<file path="src/rtl/key_debounce_pkg.sv">
// Shared types, default parameters and the counter-width helper for the key debouncer.
package key_debounce_pkg;

    localparam int unsigned DEF_N_KEYS          = 4;
    localparam bit          DEF_ACTIVE_LOW      = 1'b1;
    localparam int unsigned DEF_DEBOUNCE_CYCLES = 1_000_000;
    localparam int unsigned DEF_HOLD_CYCLES     = 25_000_000;
    localparam int unsigned DEF_REPEAT_CYCLES   = 5_000_000;

    typedef enum logic [2:0] {
        S_IDLE        = 3'd0,
        S_DEB_PRESS   = 3'd1,
        S_PRESSED     = 3'd2,
        S_REPEAT      = 3'd3,
        S_DEB_RELEASE = 3'd4
    } state_e;

    // Width that holds the largest terminal count of any timer.
    function automatic int unsigned cnt_width(input int unsigned d,
                                              input int unsigned h,
                                              input int unsigned r);
        int unsigned m;
        m = d;
        if (h > m) m = h;
        if (r > m) m = r;
        return $clog2(m + 1);
    endfunction

endpackage

</file>
<file path="src/rtl/key_debounce_if.sv">
// Raw key inputs and conditioned key event outputs.
interface key_debounce_if
    import key_debounce_pkg::*;
#(
    parameter int unsigned N_KEYS = DEF_N_KEYS
) ();
    logic [N_KEYS-1:0] key_raw;
    logic [N_KEYS-1:0] key_level;
    logic [N_KEYS-1:0] key_press;
    logic [N_KEYS-1:0] key_release;
    logic [N_KEYS-1:0] key_repeat;

    modport master (
        output key_raw,
        input  key_level, key_press, key_release, key_repeat
    );

    modport slave (
        input  key_raw,
        output key_level, key_press, key_release, key_repeat
    );
endinterface

</file>
<file path="src/rtl/key_debounce_chan.sv">
// One key channel: 2-FF synchroniser, debounce FSM with shared counter, hold/auto-repeat.
module key_debounce_chan
    import key_debounce_pkg::*;
#(
    parameter bit          ACTIVE_LOW      = DEF_ACTIVE_LOW,
    parameter int unsigned DEBOUNCE_CYCLES = DEF_DEBOUNCE_CYCLES,
    parameter int unsigned HOLD_CYCLES     = DEF_HOLD_CYCLES,
    parameter int unsigned REPEAT_CYCLES   = DEF_REPEAT_CYCLES
) (
    input  logic CLK,
    input  logic rst,
    input  logic i_raw,
    output logic o_level,
    output logic o_press,
    output logic o_release,
    output logic o_repeat
);

    localparam int unsigned CW        = cnt_width(DEBOUNCE_CYCLES, HOLD_CYCLES, REPEAT_CYCLES);
    localparam bit          REPEAT_EN = (HOLD_CYCLES != 0);
    localparam logic [CW-1:0] DEB_LAST  = CW'(DEBOUNCE_CYCLES - 1);
    localparam logic [CW-1:0] HOLD_LAST = REPEAT_EN ? CW'(HOLD_CYCLES - 1) : '0;
    localparam logic [CW-1:0] REP_LAST  = (REPEAT_EN && REPEAT_CYCLES != 0) ? CW'(REPEAT_CYCLES - 1) : '0;
    localparam logic [CW-1:0] CNT_ONE   = CW'(1);

    logic [1:0]    r_sync;
    state_e        r_state;
    logic [CW-1:0] r_cnt;
    logic          w_p;

    // Normalised pressed level from the second synchroniser stage.
    assign w_p = r_sync[1] ^ ACTIVE_LOW;

    always_ff @(posedge CLK) begin
        if (!rst) begin
            r_sync    <= {2{ACTIVE_LOW}};
            r_state   <= S_IDLE;
            r_cnt     <= '0;
            o_level   <= 1'b0;
            o_press   <= 1'b0;
            o_release <= 1'b0;
            o_repeat  <= 1'b0;
        end else begin
            r_sync    <= {r_sync[0], i_raw};
            o_press   <= 1'b0;
            o_release <= 1'b0;
            o_repeat  <= 1'b0;
            case (r_state)
                S_IDLE: begin
                    if (w_p) begin
                        r_state <= S_DEB_PRESS;
                        r_cnt   <= CNT_ONE;
                    end
                end
                S_DEB_PRESS: begin
                    if (!w_p) begin
                        r_state <= S_IDLE;
                        r_cnt   <= '0;
                    end else if (r_cnt == DEB_LAST) begin
                        r_state <= S_PRESSED;
                        r_cnt   <= '0;
                        o_level <= 1'b1;
                        o_press <= 1'b1;
                    end else begin
                        r_cnt <= r_cnt + CNT_ONE;
                    end
                end
                S_PRESSED: begin
                    if (!w_p) begin
                        r_state <= S_DEB_RELEASE;
                        r_cnt   <= CNT_ONE;
                    end else if (REPEAT_EN && r_cnt == HOLD_LAST) begin
                        r_state  <= S_REPEAT;
                        r_cnt    <= '0;
                        o_repeat <= 1'b1;
                    end else if (REPEAT_EN) begin
                        r_cnt <= r_cnt + CNT_ONE;
                    end
                end
                S_REPEAT: begin
                    if (!w_p) begin
                        r_state <= S_DEB_RELEASE;
                        r_cnt   <= CNT_ONE;
                    end else if (r_cnt == REP_LAST) begin
                        r_cnt    <= '0;
                        o_repeat <= 1'b1;
                    end else begin
                        r_cnt <= r_cnt + CNT_ONE;
                    end
                end
                S_DEB_RELEASE: begin
                    // A press seen mid-release returns to PRESSED and restarts hold timing.
                    if (w_p) begin
                        r_state <= S_PRESSED;
                        r_cnt   <= '0;
                    end else if (r_cnt == DEB_LAST) begin
                        r_state   <= S_IDLE;
                        r_cnt     <= '0;
                        o_level   <= 1'b0;
                        o_release <= 1'b1;
                    end else begin
                        r_cnt <= r_cnt + CNT_ONE;
                    end
                end
                default: begin
                    r_state <= S_IDLE;
                    r_cnt   <= '0;
                    o_level <= 1'b0;
                end
            endcase
        end
    end

endmodule

</file>
<file path="src/rtl/key_debounce.sv">
// Multi-channel key conditioner: one independent debounce/repeat channel per raw input.
module key_debounce
    import key_debounce_pkg::*;
#(
    parameter int unsigned N_KEYS          = DEF_N_KEYS,
    parameter bit          ACTIVE_LOW      = DEF_ACTIVE_LOW,
    parameter int unsigned DEBOUNCE_CYCLES = DEF_DEBOUNCE_CYCLES,
    parameter int unsigned HOLD_CYCLES     = DEF_HOLD_CYCLES,
    parameter int unsigned REPEAT_CYCLES   = DEF_REPEAT_CYCLES
) (
    input  logic           CLK,
    input  logic           rst,
    key_debounce_if.slave  bus
);

    logic [N_KEYS-1:0] w_level;
    logic [N_KEYS-1:0] w_press;
    logic [N_KEYS-1:0] w_release;
    logic [N_KEYS-1:0] w_repeat;

    for (genvar g = 0; g < N_KEYS; g++) begin : g_chan
        key_debounce_chan #(
            .ACTIVE_LOW      (ACTIVE_LOW),
            .DEBOUNCE_CYCLES (DEBOUNCE_CYCLES),
            .HOLD_CYCLES     (HOLD_CYCLES),
            .REPEAT_CYCLES   (REPEAT_CYCLES)
        ) u_chan (
            .CLK       (CLK),
            .rst       (rst),
            .i_raw     (bus.key_raw[g]),
            .o_level   (w_level[g]),
            .o_press   (w_press[g]),
            .o_release (w_release[g]),
            .o_repeat  (w_repeat[g])
        );
    end

    assign bus.key_level   = w_level;
    assign bus.key_press   = w_press;
    assign bus.key_release = w_release;
    assign bus.key_repeat  = w_repeat;

endmodule

</file>
<file path="src/flat_wrapper.sv">
// flat-port wrapper written by rule: the top's interface ports become plain ports
module key_debounce_flat import key_debounce_pkg::*;
#(
    parameter int unsigned N_KEYS          = DEF_N_KEYS,
    parameter bit          ACTIVE_LOW      = DEF_ACTIVE_LOW,
    parameter int unsigned DEBOUNCE_CYCLES = DEF_DEBOUNCE_CYCLES,
    parameter int unsigned HOLD_CYCLES     = DEF_HOLD_CYCLES,
    parameter int unsigned REPEAT_CYCLES   = DEF_REPEAT_CYCLES
)
  (CLK, rst, bus_key_raw, bus_key_level, bus_key_press, bus_key_release, bus_key_repeat);
  key_debounce_if #(.N_KEYS(N_KEYS)) bus_i ();
  input  logic CLK;
  input  logic rst;
  input wire logic [$bits(bus_i.key_raw)-1:0] bus_key_raw;
  output wire logic [$bits(bus_i.key_level)-1:0] bus_key_level;
  output wire logic [$bits(bus_i.key_press)-1:0] bus_key_press;
  output wire logic [$bits(bus_i.key_release)-1:0] bus_key_release;
  output wire logic [$bits(bus_i.key_repeat)-1:0] bus_key_repeat;
  assign bus_i.key_raw = bus_key_raw;
  assign bus_key_level = bus_i.key_level;
  assign bus_key_press = bus_i.key_press;
  assign bus_key_release = bus_i.key_release;
  assign bus_key_repeat = bus_i.key_repeat;
  key_debounce #(.N_KEYS(N_KEYS), .ACTIVE_LOW(ACTIVE_LOW), .DEBOUNCE_CYCLES(DEBOUNCE_CYCLES), .HOLD_CYCLES(HOLD_CYCLES), .REPEAT_CYCLES(REPEAT_CYCLES)) u_core (.CLK(CLK), .rst(rst), .bus(bus_i));
endmodule
</file>
<file path="config.mk">
export PLATFORM = sky130hd
export DESIGN_NAME = key_debounce_flat
export DESIGN_NICKNAME = d
export VERILOG_FILES = /design/src/rtl/key_debounce_pkg.sv /design/src/rtl/key_debounce_if.sv /design/src/rtl/key_debounce_chan.sv /design/src/rtl/key_debounce.sv /design/src/flat_wrapper.sv
export SDC_FILE = /design/constraint.sdc
export NUM_CORES = 1
export LEC_CHECK = 0
export BUFFER_PORTS_ARGS = -buffer_cell sky130_fd_sc_hd__buf_2
export CAP_MARGIN = 20
export CELL_PAD_IN_SITES_DETAIL_PLACEMENT = 0
export CELL_PAD_IN_SITES_GLOBAL_PLACEMENT = 1
export CORE_ASPECT_RATIO = 1.5
export CORE_MARGIN = 8
export CORE_UTILIZATION = 43
export CTS_CLUSTER_DIAMETER = 60
export DETAILED_ROUTE_END_ITERATION = 8
export GPL_TIMING_DRIVEN = 0
export PLACE_DENSITY_LB_ADDON = 0.1
export SKIP_CTS_REPAIR_TIMING = 1
export SKIP_LAST_GASP = 1
export SLEW_MARGIN = 20
export SYNTH_ARGS = -nofsm -noshare
export SYNTH_HDL_FRONTEND = slang
export SYNTH_SLANG_ARGS = --single-unit
</file>
<file path="constraint.sdc">
create_clock -name CLK -period 2.49 [get_ports CLK]
set_clock_uncertainty 0.15 [all_clocks]
set_input_delay 0.498 -clock CLK [delete_from_list [all_inputs] [get_ports CLK]]
set_output_delay 0.498 -clock CLK [all_outputs]
set_load 0.02 [all_outputs]
</file>
==> impl_metrics.csv <==
group,metric,value,unit
critical_path,r2r_start,"u_core.g_chan[1].u_chan.r_cnt[7]",
global_route,grt_pass1_wl,35500,microns
power,power_switching,1100,uW
finish,antenna_cells,0,
global_route,grt_pass1_vias,7149,
routing,dr.first_iter.drc_count,477,
clock_network,clock_latency,0.42,ns
routing,detail-route-antenna-nets,0,
routing,routedWlPerCell,17.5,microns
timing,setup_slack,-0.0702,ns
synthesis,syn_area_per_cell,7.86,sq um
finish,final_cell_area,0.00920,sq mm
routing,dr.pass1.iters,5,
synthesis,syn-instance-count,962,
synthesis,synth_top_area_cell,"dfxtp_1",
synthesis,seq_area_frac_synth,36.0,%
clock_network,cts-htree-levels,4,
die,die-area,0.0222,sq mm
power,power.total,5040,uW
power,pwr-share-comb,3.3,%
synthesis,syn_area,0.00756,sq mm
min_path,whs_endpoint,"u_core.g_chan[0].u_chan.r_sync[0]",
finish,syn_to_final_growth,21.6,%
synthesis,synth_top_area_share,36.0,%
placed_design,dp_hpwl,15200,microns
min_path,hp-class,"input pin to flip-flop",
power,irDropWorstVdd,0.000378,V
die,ios,22,
critical_path,cp_max_fo,6,
timing,slew_viol_final,0,
min_path,worstHoldStart,"bus_key_raw[0]",
timing,post-route-period-util,103,%
placed_design,place_congestion,0.817,
timing,whs,0.115,ns
power,power.share.clock,52.9,%
die,start_util,43.8,%
power,p_sw_share,21.8,%
synthesis,synth_cell_types,74,
timing,relSlewSlack,52.3,%
critical_path,start_kind,"flip-flop",
die,std_cell_rows,59,
critical_path,path_class,"flip-flop to flip-flop",
placed_design,io_buffers,21,
finish,layout-drive-gt1-share,18.6,%
die,die_h,178,microns
routing,drc,0,
power,power-per-cell-area,548,mW/mm^2
synthesis,yosysWarnings,0,
timing,fin_crit,2.56,ns
finish,nFillCells,1726,
die,core-area,0.0173,sq mm
clock_network,cts_tree,"yes",
power,seqPwrFrac,43.7,%
critical_path,r2r_end,"u_core.g_chan[1].u_chan.r_cnt[21]",
clock_network,clockBufferDepth,2,
outcome,status,"complete, but fails checks",
global_route,grt_max_degree,17,
power,intPower,3940,uW
synthesis,synth_nets,972,
critical_path,reg2reg_setup_slack,-0.07,ns
clock_network,clock_sinks,136,
critical_path,r2r_cells,8,
routing,finalWirelength,21900,microns
die,die_x,124,microns
finish,stdcell_count,1251,
synthesis,synth_flop_cell,"dfxtp_1",
clock_network,numCtsBuffers,17,
routing,vias_per_cell,5.92,
timing,hold_viol,0,
synthesis,ys_ff_latch,136,
finish,final_core_util,53.2,%
timing,tightestPinTransition,0.710,ns
global_route,grt_usage,19.1,%
global_route,antenna_found_initial,0,
job,max_cap_violations,0,
synthesis,yosys-top-cells-area,"dfxtp_1 36%, nand2_1 6.1%, a31oi_1 5.0%, nand3_1 4.2%, nor2_1 2.9%",
placed_design,dp_cells,1197,
timing,max_freq,391,MHz
global_route,grt-ovfl-total,0,
critical_path,required,2.66,ns
critical_path,end_kind,"flip-flop",
min_path,hold_depth,2,
outcome,violations,"negative setup slack",
placed_design,placed_cell_area,0.00795,sq mm
synthesis,synth-edff-count,0,
finish,nets,1036,
timing,setup_viol,12,
power,p_leak,0.00322,uW
synthesis,synthArstFlopShare,0,%
routing,vias,7409,
clock_network,root_buffer,"clkbuf_16",
clock_network,clk_pin_slew,0.06,ns
critical_path,worstPathArrival,2.73,ns
timing,rsz0062_at_grt,"yes",
==> metrics by stage <==
step	setup TNS, ns	setup slack (ns)
global route	-2.52	-0.144
detailed placement	-34.00	-0.635
CTS	-33.41	-0.630
finish	-0.531	-0.0702
floorplan	0	0.0296
global placement	-36.08	-0.626
==> layout by cell type, fill, tap and decap left out, types with 6 or more instances in the layout <==
cell type	instances
and4_1	11
a21oi_1	30
inv_1	21
nand2_1	120
clkbuf_16	20
dfxtp_4	7
nand4_1	33
and2_1	14
nor2b_1	7
o311ai_0	13
o211ai_1	6
a22o_1	6
nor3_1	27
buf_4	46
a31oi_1	60
a21o_1	11
xor2_1	9
a22oi_1	6
dfxtp_1	122
nor4_1	8
clkbuf_1	30
o21ai_0	33
buf_2	27
nand2b_1	22
nand3_1	62
or3_1	10
dfxtp_2	7
and3_1	26
nand3b_1	20
nor2_1	56
xnor2_1	7
==> cells by family (layout without fill, tap and decap cells) <==
logic type / after synthesis / in the layout / synth area share, %
buffers and inverters: 96 / 172 / 6.17
flip-flops: 136 / 136 / 36.0
multiplexers: 5 / 5 / 0.662
XOR/XNOR: 16 / 16 / 1.85
adder cells (fa/ha/maj): 4 / 4 / 0.662
AND/OR/NAND/NOR: 479 / 479 / 34.4
AO/OA/AOI/OAI: 226 / 226 / 20.3
==> power groups by stage <==
stage	Combinational, uW	Sequential, uW	Clock [uW]
floorplan	108	2250	0
global placement	164	2250	0
detailed placement	166	2250	0
CTS	166	2210	2700
global route	187	2200	2800
finish	168	2200	2660
==> worst max path at each step <==
stage	slack [ns]	endpoint	from	depth (start not counted)
after floorplan	0.03	u_core.g_chan[2].u_chan.r_cnt[18]	u_core.g_chan[2].u_chan.r_cnt[0]	8
after global placement	-0.63	u_core.g_chan[2].u_chan.r_cnt[1]	u_core.g_chan[2].u_chan.r_cnt[0]	8
after detailed placement	-0.64	u_core.g_chan[2].u_chan.r_cnt[1]	u_core.g_chan[2].u_chan.r_cnt[0]	8
after CTS	-0.63	u_core.g_chan[2].u_chan.r_cnt[1]	u_core.g_chan[2].u_chan.r_cnt[0]	8
after global routing	-0.14	u_core.g_chan[1].u_chan.r_cnt[14]	u_core.g_chan[1].u_chan.r_cnt[7]	8
final	-0.07	u_core.g_chan[1].u_chan.r_cnt[21]	u_core.g_chan[1].u_chan.r_cnt[7]	8
==> Yosys cell counts, types with 10 or more instances <==
cell	n
a21o_1	11
and3_1	27
and2_1	14
a31oi_1	61
o311ai_0	17
inv_1	21
a21oi_1	34
nand3b_1	20
dfxtp_1	136
nor2_1	58
buf_4	17
and4_1	12
nand4_1	33
nand2b_1	22
or3_1	10
nand3_1	64
nor3_1	30
clkbuf_1	45
nor4_1	14
o21ai_0	36
nand2_1	123
==> worst max-delay path: stages (launching register included) <==
cell,delay [ns]
dfxtp_4,0.35
or4b_4,0.59
nor4b_4,0.37
a21boi_2,0.13
o31ai_2,0.30
buf_4,0.23
clkbuf_16,0.16
nor3_2,0.04
a21o_1,0.15
==> layer usage <==
metal  track usage [%]  part of all wire (%)
met5                 0                     0
met3              2.97                   2.7
met1              21.1                    43
met4              7.56                   2.1
met2              35.7                    53
==> state kept, by name (all words and copies together) (netlist names) <==
register / count
u_core.g_chan.u_chan.r_sync: 8
u_core.g_chan.u_chan.o_repeat: 4
u_core.g_chan.u_chan.o_release: 4
u_core.g_chan.u_chan.r_cnt: 100
u_core.g_chan.u_chan.r_state: 12
u_core.g_chan.u_chan.o_level: 4
u_core.g_chan.u_chan.o_press: 4
==> final cells by class <==
class / instances / area [sq um] / share of cell area, %
timing repair buffer: 52 / 392 / 4.26
sequential: 136 / 2760 / 30.0
clock buffer: 24 / 502 / 5.46
clock inverter: 7 / 115 / 1.25
inverter: 21 / 78.8 / 0.857
buffer: 68 / 402 / 4.37
multi-input combinational: 730 / 4680 / 50.9
tap: 213 / 267 / 2.90
(Power assumes the default switching activity.)
